$ cat config.mk
export PLATFORM = sky130hd
export DESIGN_NAME = cb_udn_reload
export DESIGN_NICKNAME = d
export VERILOG_FILES = /design/src/rtl/cb_pkg.sv /design/src/rtl/cb_term_det.sv /design/src/rtl/cb_udn_reload.sv
export SDC_FILE = /design/constraint.sdc
export NUM_CORES = 1
export LEC_CHECK = 0
export BUFFER_PORTS_ARGS = -buffer_cell sky130_fd_sc_hd__buf_2
export CORE_ASPECT_RATIO = 1.25
export CORE_MARGIN = 5
export CORE_UTILIZATION = 28
export CTS_BUF_LIST = sky130_fd_sc_hd__clkbuf_2 sky130_fd_sc_hd__clkbuf_4 sky130_fd_sc_hd__clkbuf_8
export CTS_CLUSTER_DIAMETER = 100
export DETAILED_ROUTE_END_ITERATION = 8
export SYNTH_ARGS = -nofsm -noshare
export SYNTH_HDL_FRONTEND = slang
export SYNTH_HIERARCHICAL = 1
export SYNTH_SLANG_ARGS = --single-unit
export TNS_END_PERCENT = 5
$ cat constraint.sdc
create_clock -name CLK -period 2.7 [get_ports CLK]
set_input_delay 0.27 -clock CLK [delete_from_list [all_inputs] [get_ports CLK]]
set_output_delay 0.27 -clock CLK [all_outputs]
set_load 0.1 [all_outputs]
$ cat src/rtl/cb_pkg.sv
// cb_pkg: shared definitions for the cb_* counter family.
//   cb_dir_e     - count direction (CB_DN = 0, CB_UP = 1)
//   cb_all_ones  - constant function giving an all-ones value of a given width
//                  (right-aligned in a CB_MAX_WIDTH-bit vector; callers cast
//                  it down to their own width).
package cb_pkg;

    typedef enum logic {
        CB_DN = 1'b0,
        CB_UP = 1'b1
    } cb_dir_e;

    localparam int CB_MAX_WIDTH = 64;

    function automatic logic [CB_MAX_WIDTH-1:0] cb_all_ones(input int width);
        return {CB_MAX_WIDTH{1'b1}} >> (CB_MAX_WIDTH - width);
    endfunction

endpackage

$ cat src/rtl/cb_term_det.sv
// cb_term_det: combinational terminal-value detector.
// Terminal value is all ones when counting up and zero when counting down.
// Both the cascade output and the next-state/WRAP logic of the counter use
// this single block, so they cannot disagree about what "terminal" means.
// Ports:
//   q     in  WIDTH  current counter value
//   dir   in  1      count direction (cb_dir_e)
//   term  out 1      q equals the terminal value for dir
module cb_term_det
    import cb_pkg::*;
#(
    parameter int WIDTH = 8
) (
    input  logic [WIDTH-1:0] q,
    input  cb_dir_e          dir,
    output logic             term
);

    localparam logic [WIDTH-1:0] ONES = WIDTH'(cb_all_ones(WIDTH));

    always_comb begin
        term = 1'b0;
        if (dir == CB_UP) begin
            term = (q == ONES);
        end else begin
            term = (q == '0);
        end
    end

endmodule

$ cat src/rtl/cb_udn_reload.sv
// cb_udn_reload: WIDTH-bit synchronous up/down counter with synchronous
// clear (CD) and preset (SD), parallel load (LD), count enable (EN) and a
// carry/borrow cascade (CAI -> CAO). WRAP is a registered one-cycle pulse
// following every terminal step.
//
// Optional feature, macro CB_AUTORELOAD_EN: adds a reload register (written
// through RLD_WE/RLD, reset to RLD_INIT). A terminal step then loads Q from
// that register instead of wrapping, in either direction.
//
// Ports:
//   CLK     in  1      clock, rising edge
//   CD      in  1      synchronous active-high reset (Q=0, WRAP=0, reload=RLD_INIT)
//   SD      in  1      synchronous preset, Q = all ones
//   LD      in  1      synchronous load, Q = D
//   D       in  WIDTH  load data
//   EN      in  1      count enable
//   CAI     in  1      carry/borrow in from the lower stage
//   UP      in  1      1 = increment, 0 = decrement (takes effect this edge)
//   RLD_WE  in  1      reload register write strobe (CB_AUTORELOAD_EN only)
//   RLD     in  WIDTH  reload value                (CB_AUTORELOAD_EN only)
//   Q       out WIDTH  counter value, registered
//   CAO     out 1      carry/borrow out, combinational
//   WRAP    out 1      registered pulse, one cycle after a terminal step
//
// Edge priority: CD > SD > LD > count (EN && CAI) > hold.
module cb_udn_reload
    import cb_pkg::*;
#(
    parameter int WIDTH = 8
`ifdef CB_AUTORELOAD_EN
    ,
    parameter logic [WIDTH-1:0] RLD_INIT = '1
`endif
) (
    input  logic             CLK,
    input  logic             CD,
    input  logic             SD,
    input  logic             LD,
    input  logic [WIDTH-1:0] D,
    input  logic             EN,
    input  logic             CAI,
    input  logic             UP,
`ifdef CB_AUTORELOAD_EN
    input  logic             RLD_WE,
    input  logic [WIDTH-1:0] RLD,
`endif
    output logic [WIDTH-1:0] Q,
    output logic             CAO,
    output logic             WRAP
);

    localparam logic [WIDTH-1:0] ONES = WIDTH'(cb_all_ones(WIDTH));

    cb_dir_e          dir;
    logic             term;
    logic             step;
    logic             terminal_step;
    logic [WIDTH-1:0] q_next;

`ifdef CB_AUTORELOAD_EN
    logic [WIDTH-1:0] rld_q;
`endif

    assign dir = cb_dir_e'(UP);

    cb_term_det #(
        .WIDTH(WIDTH)
    ) u_term_det (
        .q   (Q),
        .dir (dir),
        .term(term)
    );

    assign step          = EN && CAI;
    assign terminal_step = step && term;

    // Deliberately not gated by CD/SD/LD: a chained stage sharing those
    // controls sees the same carry that this stage would have produced.
    assign CAO = terminal_step;

    always_comb begin
        q_next = Q;
        if (SD) begin
            q_next = ONES;
        end else if (LD) begin
            q_next = D;
        end else if (step) begin
            if (dir == CB_UP) begin
                q_next = Q + 1'b1;
            end else begin
                q_next = Q - 1'b1;
            end
`ifdef CB_AUTORELOAD_EN
            // Reload uses the register value from before this edge, so a
            // simultaneous RLD_WE only affects the following period.
            if (term) begin
                q_next = rld_q;
            end
`endif
        end
    end

    always_ff @(posedge CLK) begin
        if (CD) begin
            Q    <= '0;
            WRAP <= 1'b0;
        end else begin
            Q    <= q_next;
            // SD or LD override the count, so no terminal step is taken.
            WRAP <= terminal_step && !SD && !LD;
        end
    end

`ifdef CB_AUTORELOAD_EN
    always_ff @(posedge CLK) begin
        if (CD) begin
            rld_q <= RLD_INIT;
        end else if (RLD_WE) begin
            rld_q <= RLD;
        end
    end
`endif

endmodule

After elaboration in Yosys (flattened, before gate mapping)
Index checks and enable logic that the tools add are counted.
{"block": "op_classes", "n_reduce_logical": 8, "addsub": 2, "n_eq_ne": 1, "mux": 5}
{"cell": "2-to-1 mux 8 bit", "count": 4}
{"cell": "adder 8 x 1 -> 8 bit (second input constant)", "count": 1}
{"cell": "== test 8 bit (second input constant)", "count": 1}
{"cell": "logical NOT 8 bit", "count": 1}
{"cell": "subtractor 8 x 1 -> 8 bit (second input constant)", "count": 1}
{"cell": "logical AND 1 bit", "count": 4}
{"cell": "nonzero test 3 bit", "count": 1}
{"cell": "logical NOT 1 bit", "count": 2}
{"cell": "2-to-1 mux 1 bit", "count": 1}
{"block": "totals", "output_inout_bits": 10, "register_bits": 9}

Depth between registers and ports, before layout
Gate-level depths: netlist of the first run.
{"block": "depth", "ltp_word": 5, "mapped_depth": 6}

Hierarchy
The synthesis of the first run kept the hierarchy.
{"module": "cb_udn_reload", "area_each_um2": 739.5, "cells_per_inst": 83, "n_inst": 1}
{"module": "cb_term_det", "area_each_um2": 42.5, "cells_per_inst": 8, "n_inst": 1}

Least setup slack after synthesis of the first run
No wires, ideal clock.
{"block": "synth_timing", "path_kind": "reg-to-reg", "from": "reg Q[3]", "to": "reg WRAP", "period_less_slack_ns": 2.578, "setup_slack_ns": 0.122, "path_buffers": 0, "stages_incl_launch_ff": 5, "setup_time_ns": 0.096, "required_ns": 2.604, "arrival_ns": 2.482, "path_cell_list": "dfxtp_1 nand4_1 o31ai_1 and3_1 nor4b_1"}
{"block": "synth_between", "elab_chain_len": 5}
{"element": "from (decl)", "line": "cb_udn_reload.sv:47", "rtl": "output logic [WIDTH-1:0] Q,"}
{"element": "from (signal assigned)", "line": "cb_udn_reload.sv:108", "rtl": "Q <= q_next;"}
{"element": "== test 8 bit / logical NOT 8 bit (equally long branches)", "line": "cb_term_det.sv:24, cb_term_det.sv:26"}
{"element": "2-to-1 mux 1 bit (*)", "line": "cb_term_det.sv:23", "rtl": "if (dir == CB_UP) begin"}
{"element": "named net term", "line": "cb_udn_reload.sv:55", "rtl": "logic term;"}
{"element": "logical AND 1 bit (*)", "line": "cb_udn_reload.sv:75", "rtl": "assign terminal_step = step && term;"}
{"element": "named net CAO", "line": "cb_udn_reload.sv:48", "rtl": "output logic CAO,"}
{"element": "logical AND 1 bit (*) (2 in series)", "line": "cb_udn_reload.sv:110", "rtl": "WRAP <= terminal_step && !SD && !LD;"}
{"element": "to (signal assigned)", "line": "cb_udn_reload.sv:110"}
{"element": "to (decl)", "line": "cb_udn_reload.sv:49", "rtl": "output logic WRAP"}
The timed path passes the listed nets; every way through them passes the cells marked *.
A chain may end at the register's enable or synchronous reset.

Worst setup path after layout of the first run
{"block": "layout_timing", "from": "reg Q[4]", "to": "out CAO"}
{"block": "layout_between", "elab_chain_len": 3}
{"element": "== test 8 bit / logical NOT 8 bit (equally long branches)", "line": "cb_term_det.sv:24, cb_term_det.sv:26"}
{"element": "2-to-1 mux 1 bit (*)", "line": "cb_term_det.sv:23"}
{"element": "named net term", "line": "cb_udn_reload.sv:55"}
{"element": "logical AND 1 bit (*)", "line": "cb_udn_reload.sv:75"}
{"element": "to (decl)", "line": "cb_udn_reload.sv:48"}
Marked as above.

==> out/results.txt, run 1 <==
outcome: finished, final reports clean
clock tree from TritonCTS: done
mapped cell area: 782 um2
number of standard-cell rows in the floorplan: 21
IO Pins: 25
Design Power: 0.488 mW
post-route worst setup slack: 0.623 ns
Die Wd: 57.3 um
later-pin clock latency in the skew report: 0.26 ns
Max Buffers Root-to-Sink: 2
Met1 Routed Length: 1050 um
effective utilization at floorplan: 29.2%
reported leakage power: 0.423 nW
number of hold buffers added after CTS: 0
post-route fraction of the period consumed by the critical path: 76.9%
ant diodes: 0
count of synthesis-stage warnings from yosys: 6
routed wire length: 2350 um
Pre-Repair DR Iteration Count: 4
TritonCTS Buffers: 3
areal power density over the cells: 506 mW/mm2
Mapped Avg Cell Area: 8.59 um2
ratio of cells with drive above 1 in the final layout: 30.8%
DR WL met3: 172 um
CTS HTree Levels: 1
summed negative setup slack over all endpoints: 0 ns
placed wire-length estimate: 1790 um
setup repair after global routing missed its margin: no
worst hold slack: 0.267 ns
Crit Path Class: flop to output pin
final estimated routing congestion in global placement: 0.983
main flop type after synthesis: sky130_fd_sc_hd__dfxtp_1
root buffer selected by CTS: sky130_fd_sc_hd__clkbuf_4
worst reg-to-reg setup slack: 0.67 ns
number of violations of the max-capacitance limit: 0
depth of the most critical reg-to-reg path: 5
Routed met2 length: 1070 um
buffer count from post-CTS setup fixing: 0
wire length of the first global-routing pass: 3970 um
max frequency: 481 MHz
count of mapped cells out of synthesis: 91
count of nets left with antenna violations after detail routing: 0
global route total overflow: 0
height of the die: 69.1 um
number of design-rule violations left by the first detailed-router iteration: 29
post-synthesis net count: 113
Slew Limit Fails: 0
max_slew headroom: 67.3%
post-route core utilization: 35.9%
Clock Skew: 0.00642 ns
post-cts resize count: 0
post-layout minimum cycle time: 2.08 ns
dpl cells: 147
number of non-filler instances in the completed layout: 151
critical path required time: 2.43 ns
beginning of the worst hold path: CD
proportion of register bits with asynchronous set or reset after synthesis: 0%
Seq/Total Area, Yosys: 23.0%
DRC Markers: 0
number of synthesized flops with an enable pin: 0
mean number of vias per cell: 5.75
final-stage net count: 140
worst reg2reg path startpoint: Q[0]$_SDFFE_PP0P_
Setup Viol. Count Final: 0
CP Max Fanout: 5
worst min path class: primary input to flop
distinct cell type count after synthesis: 44
Design Area, Final: 963 um2
post-place instance area: 933 um2
Core Region: 0.00268 mm2
count of buffers from port buffering: 24
combined global-route utilization of all metal layers: 12.4%
Hold Path Stages: 2
end of the worst register-to-register path: Q[6]$_SDFFE_PP0P_
Worst Hold End: Q[7]$_SDFFE_PP0P_
area delta synth->final: 23.2%
vias in the first global route: 846
FILL cells: 306
clock-pin slew reported for the worst setup and hold paths after clock tree synthesis: 0.07 ns
area of the multi-input gates: 579 um2
top layer in use: met4
transition at the pin with the smallest max-transition slack: 0.494 ns
average routed wire per standard cell: 15.5 um
area of all sequential standard cells: 180 um2
startpoint type of the worst setup path: flop
clk sink count: 9
Crit. End Element: output pin
initial antenna violation count: 0
die outline area: 0.00396 mm2
final hold vios: 0
highest ir drop seen on vdd: 0.233 mV
Post-Place Setup Slack: 0.593 ns
register bit total from synthesis: 9
largest net degree at the start of global routing: 19
data arrival time of the critical path: 1.81 ns
number of vias after detailed routing: 868
layout make-up:
class | instances | area share [%]
Clock buffer | 4 | 3.12
Multi-Input combinational cell | 77 | 60.1
Timing Repair Buffer | 24 | 12.5
Tap cell | 34 | 4.42
Inverter | 3 | 1.17
Sequential cell | 9 | 18.7
flip-flops by register name (all words and copies together), names as in the netlist:
register,count
Q,8
WRAP,1
kinds of logic (layout without fill, tap and decap cells):
logic type               after synthesis  after routing  share of synthesized area (%)
adder cells (fa/ha/maj)                7              7                           12.2
AND/OR/NAND/NOR                       34             34                           26.6
flip-flops                             9              9                           23.0
buffers and inverters                  5             31                           2.88
AO/OA/AOI/OAI                         29             29                           26.9
XOR/XNOR                               4              4                           4.48
multiplexers                           3              3                           4.00
layout by cell type (no fill, tap or decap), types with 3 or more instances in the layout:
| master | count |
|---|---|
| sky130_fd_sc_hd__nor2_1 | 5 |
| sky130_fd_sc_hd__clkbuf_4 | 4 |
| sky130_fd_sc_hd__nand3_1 | 4 |
| sky130_fd_sc_hd__buf_2 | 24 |
| sky130_fd_sc_hd__o31ai_1 | 3 |
| sky130_fd_sc_hd__ha_1 | 6 |
| sky130_fd_sc_hd__a21oi_1 | 8 |
| sky130_fd_sc_hd__nor3_1 | 3 |
| sky130_fd_sc_hd__inv_1 | 3 |
| sky130_fd_sc_hd__dfxtp_1 | 9 |
| sky130_fd_sc_hd__nand2_1 | 5 |
metal layers:
layer / vias to the layer above / GRT usage, %
li1: 410 / -
met1: 406 / 16.4
met2: 46 / 19.7
met3: 6 / 3.17
met4: 0 / 3.35
met5: - / 0
how the worst max path moves through the flow:
stage,from,to,slack (ns),depth (start not counted)
detailed placement,UP,Q[6]$_SDFFE_PP0P_,0.59,7
finish,Q[4]$_SDFFE_PP0P_,CAO,0.62,5
floorplan,Q[3]$_SDFFE_PP0P_,WRAP$_SDFF_PP0_,0.12,4
global placement,UP,Q[5]$_SDFFE_PP0P_,0.67,7
CTS,Q[7]$_SDFFE_PP0P_,CAO,0.64,5
global route,Q[0]$_SDFFE_PP0P_,Q[6]$_SDFFE_PP0P_,0.41,5
critical path: stages (launching register included):
cell and delay (ns):
sky130_fd_sc_hd__dfxtp_1 0.37, sky130_fd_sc_hd__nor4_1 0.31, sky130_fd_sc_hd__nand3_1 0.14, sky130_fd_sc_hd__o31ai_1 0.08, sky130_fd_sc_hd__and3_1 0.20, sky130_fd_sc_hd__buf_2 0.43
synthesized netlist by cell type, drive strengths merged (3+ instances only):
cell type  instances  area (um2)
inv                3        11.3
a21oi              8        40.0
nor3               3        15.0
nand2              5        18.8
ha                 6        75.1
nand3              4        20.0
nor2               5        18.8
dfxtp              9         180
o31ai              3        22.5
a2111oi            3        32.5
and4               3        28.8
where the power goes:
group	internal (mW)	switching [mW]
Combinational	0.0619	0.144
Sequential	0.143	0.0173
Clock	0.0671	0.0544
No activity file was read; power rests on OpenSTA's default activity.
==> run 2: changes to the inputs <==
- clock period: 2.7 -> 1.68 ns (I/O delays scaled with it)
==> run 2 against run 1 <==
  * Global-route usage rose by 1.8 points
  * Critical path depth grew 1
  * Routed wire length increased by 12%
  * Register-to-register slack worse by 0.65 ns
  * Sequential share of layout area down 2.8 points
  * Setup slack worse by 0.61 ns
  * Clock skew is 0.0048 ns lower
  * Power up 88%
  * Non-clock buffer count grew 16
  * Cell area is 35% higher
  * Sequential cell count unchanged
==> out/results.txt, run 2 (synthesized netlist as in run 1, its figures left out) <==
outcome: finished, final reports clean
max frequency: 599 MHz
Max Buffers Root-to-Sink: 2
Pre-Repair DR Iteration Count: 4
DRC Markers: 0
data arrival time of the critical path: 1.50 ns
Die Wd: 57.3 um
CTS HTree Levels: 1
number of hold buffers added after CTS: 0
most frequent cells in the layout: 23 x sky130_fd_sc_hd__buf_2, 15 x sky130_fd_sc_hd__buf_4, 8 x sky130_fd_sc_hd__a21oi_1
highest ir drop seen on vdd: 0.284 mV
Slew Limit Fails: 0
routed wire length: 2640 um
number of design-rule violations left by the first detailed-router iteration: 21
post-route core utilization: 48.7%
area of the multi-input gates: 746 um2
grt peak-use layer: met2
post-route fraction of the period consumed by the critical path: 99.3%
register bank with the most flops: Q
die outline area: 0.00396 mm2
placed wire-length estimate: 2180 um
worst min path class: primary input to flop
FILL cells: 274
IO Pins: 25
TritonCTS Buffers: 3
final estimated routing congestion in global placement: 0.858
clock-pin slew reported for the worst setup and hold paths after clock tree synthesis: 0.07 ns
average routed wire per standard cell: 15.8 um
Crit. End Element: output pin
vias in the first global route: 976
dpl cells: 165
startpoint type of the worst setup path: flop
count of buffers from port buffering: 24
root buffer selected by CTS: sky130_fd_sc_hd__clkbuf_4
combined global-route utilization of all metal layers: 14.1%
max FFs per register: 8
later-pin clock latency in the skew report: 0.27 ns
number of vias after detailed routing: 930
Design Power: 0.919 mW
final-stage net count: 156
initial antenna violation count: 0
Clock Skew: 0.00166 ns
met2 track demand over resource: 24.0%
effective utilization at floorplan: 29.2%
CP Max Fanout: 5
area of all sequential standard cells: 208 um2
mean number of vias per cell: 5.57
critical path required time: 1.51 ns
areal power density over the cells: 704 mW/mm2
wire length of the first global-routing pass: 4480 um
Crit Path Class: flop to output pin
largest net degree at the start of global routing: 12
post-layout minimum cycle time: 1.67 ns
number of non-filler instances in the completed layout: 167
summed negative setup slack over all endpoints: 0 ns
max_slew headroom: 67.6%
buffer count from post-CTS setup fixing: 0
post-route worst setup slack: 0.0119 ns
met3 global-route usage: 1.87%
global route total overflow: 0
most common cell after layout, fill and taps aside: sky130_fd_sc_hd__buf_2
Post-Place Setup Slack: -0.0983 ns
reported leakage power: 0.520 nW
Setup Viol. Count Final: 0
number of violations of the max-capacitance limit: 0
number of standard-cell rows in the floorplan: 21
ratio of cells with drive above 1 in the final layout: 57.1%
height of the die: 69.1 um
count of nets left with antenna violations after detail routing: 0
global-route track usage on met1: 16.9%
clock tree from TritonCTS: done
leading registers by flop count: Q (8), WRAP (1)
Core Region: 0.00268 mm2
setup repair after global routing missed its margin: yes
transition at the pin with the smallest max-transition slack: 0.489 ns
final hold vios: 0
area delta synth->final: 66.9%
ant diodes: 0
clk sink count: 9
[run 2: layer usage]
layer | vias up | part of all wire, %
li1 | 443 | -
met1 | 463 | 43
met2 | 20 | 51
met3 | 4 | 4.1
met4 | 0 | 1.7
met5 | - | 0
[run 2: metrics by stage]
step / instance area [um2] / hold slack [ns]
after floorplan: 932 / 0.227
after global placement: 1250 / 0.438
after detailed placement: 1250 / 0.444
after CTS: 1270 / 0.157
after global routing: 1310 / 0.171
final: 1310 / 0.157
[run 2: final timing paths]
check,startpoint,end,slack [ns],cells after the start
worst max-delay path,Q[0]$_SDFFE_PP0P_,CAO,0.01,6
worst min-delay path,CD,Q[2]$_SDFFE_PP0P_,0.16,2
worst max register to register,Q[1]$_SDFFE_PP0P_,Q[6]$_SDFFE_PP0P_,0.02,5
worst min register to register,Q[7]$_SDFFE_PP0P_,Q[7]$_SDFFE_PP0P_,0.74,2
[run 2: repair_timing]
item	in CTS	in global routing
gates resized for setup	2	6
setup endpoints to repair	1	5
pin swaps	3	1
[run 2: area by class of cell]
type / instances / area share, %
clock buffers: 4 / 2.30
inverters: 3 / 0.863
multi-input cells: 77 / 57.1
flip-flops and latches: 9 / 15.9
well taps: 34 / 3.26
repair buffers: 40 / 20.5
[run 2: where the power goes]
part | leakage, nW | total (mW) | internal [mW] | switching, mW
clock | 0.0184 | 0.201 | 0.108 | 0.0928
combinational | 0.423 | 0.456 | 0.178 | 0.278
sequential | 0.0787 | 0.262 | 0.230 | 0.0319
[run 2: worst max-delay path, cell delays in order, from the launching register on]
cell	delay [ns]
sky130_fd_sc_hd__dfxtp_4	0.35
sky130_fd_sc_hd__buf_4	0.16
sky130_fd_sc_hd__nor3_2	0.14
sky130_fd_sc_hd__nand3_1	0.10
sky130_fd_sc_hd__o31ai_1	0.08
sky130_fd_sc_hd__and3_4	0.23
sky130_fd_sc_hd__buf_12	0.17
==> run 3: changes to the inputs <==
- SYNTH_HIERARCHICAL: 1 -> not set
==> run 3 against run 2 <==
  * Area after synthesis rose by 1.4%
  * Highest routed layer unchanged
  * Clock-buffer cell count is the same
  * Sequential power barely moved
  * Non-clock buffer count shrank 1
  * Power down 5.3%
  * Register-to-register slack is essentially flat
  * Clock skew rose by 0.0033 ns
  * Via count decreased by 2.2%
  * Largest cell class unchanged
  * Cell area decreased by 7.2%
  * Synthesized cell count up 7.7%
  * Critical path depth is the same
==> out/results.txt, run 3 <==
mean number of vias per cell: 5.32
final estimated routing congestion in global placement: 0.829
combinational share of power: 48.3%
height of the die: 69.5 um
global route total overflow: 0
wire length of the first global-routing pass: 4300 um
setup repair after global routing missed its margin: yes
register bank with the most flops: Q
outcome: finished, final reports clean
area delta synth->final: 52.7%
worst min path class: primary input to flop
crit path launch: Q[0]$_SDFFE_PP0P_
post-layout minimum cycle time: 1.67 ns
root buffer selected by CTS: sky130_fd_sc_hd__clkbuf_4
cell types occupying the most area after synthesis: sky130_fd_sc_hd__dfxtp_1 23%, sky130_fd_sc_hd__ha_1 9.5%, sky130_fd_sc_hd__a21oi_1 6.3%
routed wire length: 2590 um
register bit total from synthesis: 9
end of the critical path: CAO
count of synthesis-stage warnings from yosys: 0
max_slew headroom: 68.6%
P_sw: 0.377 mW
area of all sequential standard cells: 208 um2
number of synthesized flops with an enable pin: 0
CTS HTree Levels: 1
proportion of register bits with asynchronous set or reset after synthesis: 0%
clock-pin slew reported for the worst setup and hold paths after clock tree synthesis: 0.07 ns
largest net degree at the start of global routing: 15
post-route worst setup slack: 0.0136 ns
final hold vios: 0
Post-Place Setup Slack: -0.175 ns
part of the power in registers: 29.7%
later-pin clock latency in the skew report: 0.26 ns
post-synthesis net count: 120
cell internal power dissipation: 0.493 mW
summed negative setup slack over all endpoints: 0 ns
clk sink count: 9
data arrival time of the critical path: 1.50 ns
combined global-route utilization of all metal layers: 13.6%
number of vias after detailed routing: 910
FILL cells: 287
post-route fraction of the period consumed by the critical path: 99.2%
final-stage net count: 160
buffer count from post-CTS setup fixing: 0
vias in the first global route: 953
Die Wd: 57.6 um
Pre-Repair DR Iteration Count: 4
count of nets left with antenna violations after detail routing: 0
main flop type after synthesis: sky130_fd_sc_hd__dfxtp_1
worst hold slack: 0.161 ns
critical path required time: 1.51 ns
Setup Viol. Count Final: 0
synth cell count leaders: 10 x sky130_fd_sc_hd__a21oi_1, 10 x sky130_fd_sc_hd__nor2_1, 9 x sky130_fd_sc_hd__dfxtp_1
average routed wire per standard cell: 15.2 um
Max Buffers Root-to-Sink: 2
count of mapped cells out of synthesis: 98
reported leakage power: 0.506 nW
leading registers by flop count: Q (8), WRAP (1)
startpoint type of the worst setup path: flop
placed wire-length estimate: 2050 um
Crit. End Element: output pin
Hold Path Stages: 2
ant diodes: 0
Seq/Total Area, Yosys: 22.7%
DRC Markers: 0
number of violations of the max-capacitance limit: 0
count of buffers from port buffering: 24
worst reg2reg path startpoint: Q[1]$_SDFFE_PP0P_
die outline area: 0.00400 mm2
share of total power consumed by net switching: 43.3%
Clock Skew: 0.00498 ns
most common cell after layout, fill and taps aside: sky130_fd_sc_hd__buf_2
initial antenna violation count: 0
max FFs per register: 8
mapped cell area: 793 um2
distinct cell type count after synthesis: 37
effective utilization at floorplan: 29.3%
post-synth top area share: 22.7%
CP Max Fanout: 5
Slew Limit Fails: 0
IO Pins: 25
Crit Path Class: flop to output pin
most frequent cells in the layout: 23 x sky130_fd_sc_hd__buf_2, 15 x sky130_fd_sc_hd__buf_4, 10 x sky130_fd_sc_hd__a21oi_1
areal power density over the cells: 718 mW/mm2
post-route core utilization: 44.8%
ratio of cells with drive above 1 in the final layout: 48.2%
clock tree from TritonCTS: done
number of design-rule violations left by the first detailed-router iteration: 26
area of the multi-input gates: 672 um2
cell type with the highest aggregate area in the netlist: sky130_fd_sc_hd__dfxtp_1
max frequency: 600 MHz
Core Region: 0.00271 mm2
TritonCTS Buffers: 3
worst reg-to-reg setup slack: 0.02 ns
transition at the pin with the smallest max-transition slack: 0.468 ns
number of standard-cell rows in the floorplan: 21
highest ir drop seen on vdd: 0.269 mV
depth of the most critical reg-to-reg path: 5
Mapped Avg Cell Area: 8.09 um2
end of the worst register-to-register path: Q[5]$_SDFFE_PP0P_
share of power burned in the clock network: 21.9%
run 3: cell types whose count changed in the layout (fill, tap and decap cells not counted), sizes merged, moves of 2 or more:
cell	delta
nor2	+5
o31ai	-3
nor4	+2
nor3	+4
a21oi	+2
nand3	-2
nor2b	+2
run 3: worst max-delay path, stage by stage, from the launching register on:
cell                      delay (ns)
sky130_fd_sc_hd__dfxtp_4        0.35
sky130_fd_sc_hd__buf_4          0.16
sky130_fd_sc_hd__nand2_1        0.07
sky130_fd_sc_hd__nor3_2         0.25
sky130_fd_sc_hd__a31oi_4        0.07
sky130_fd_sc_hd__nor2_4         0.15
sky130_fd_sc_hd__buf_12         0.18
run 3: cell type report:
cell class,count,area share [%]
inverter,3,0.930
tap,34,3.51
sequential,9,17.1
multi-input combinational,82,55.5
clock buffer,4,2.48
timing repair buffer,39,20.5
run 3: per-stage QoR:
| step | cell area, um2 | power, mW | instances |
|---|---|---|---|
| CTS | 1200 | 0.868 | 171 |
| global placement | 1140 | 0.662 | 167 |
| global route | 1210 | 0.922 | 171 |
| finish | 1210 | 0.870 | 171 |
| detailed placement | 1140 | 0.667 | 167 |
| floorplan | 875 | 0.544 | 98 |
run 3: cell families (layout without fill, tap and decap cells):
family / Yosys count / after routing / share of synthesized area (%)
XOR/XNOR: 4 / 4 / 4.42
flip-flops: 9 / 9 / 22.7
adder cells (fa/ha/maj): 7 / 7 / 12.0
AO/OA/AOI/OAI: 28 / 28 / 24.8
AND/OR/NAND/NOR: 40 / 40 / 27.1
multiplexers: 3 / 3 / 3.94
buffers and inverters: 7 / 46 / 5.05
run 3: worst min-delay path by stage:
stage	start	slack, ns	to
6_report	CD	0.16	Q[4]$_SDFFE_PP0P_
5_1_grt	CD	0.18	Q[0]$_SDFFE_PP0P_
4_1_cts	CD	0.16	Q[4]$_SDFFE_PP0P_
3_5_place_dp	CD	0.44	Q[0]$_SDFFE_PP0P_
3_3_place_gp	CD	0.43	Q[0]$_SDFFE_PP0P_
2_1_floorplan	CD	0.23	Q[0]$_SDFFE_PP0P_
run 3: power by group through the flow:
| stage | clock network, mW | registers (mW) | logic (mW) |
|---|---|---|---|
| detailed placement | 0 | 0.261 | 0.406 |
| finish | 0.191 | 0.259 | 0.420 |
| CTS | 0.195 | 0.258 | 0.415 |
| floorplan | 0 | 0.376 | 0.168 |
| global placement | 0 | 0.260 | 0.402 |
| global route | 0.206 | 0.262 | 0.454 |
run 3: what timing repair did:
item	in CTS	in global routing
hold buffers	0	0
pin swaps	2	2
endpoints found under the setup margin	2	5
resized for setup	5	3
run 3: routing by layer:
layer / up-vias / wire length [um] / global-route usage, %
li1: 452 / - / -
met1: 441 / 1080 / 15.0
met2: 15 / 1380 / 24.0
met3: 2 / 94 / 1.30
met4: 0 / 29 / 8.51
met5: - / 0 / 0
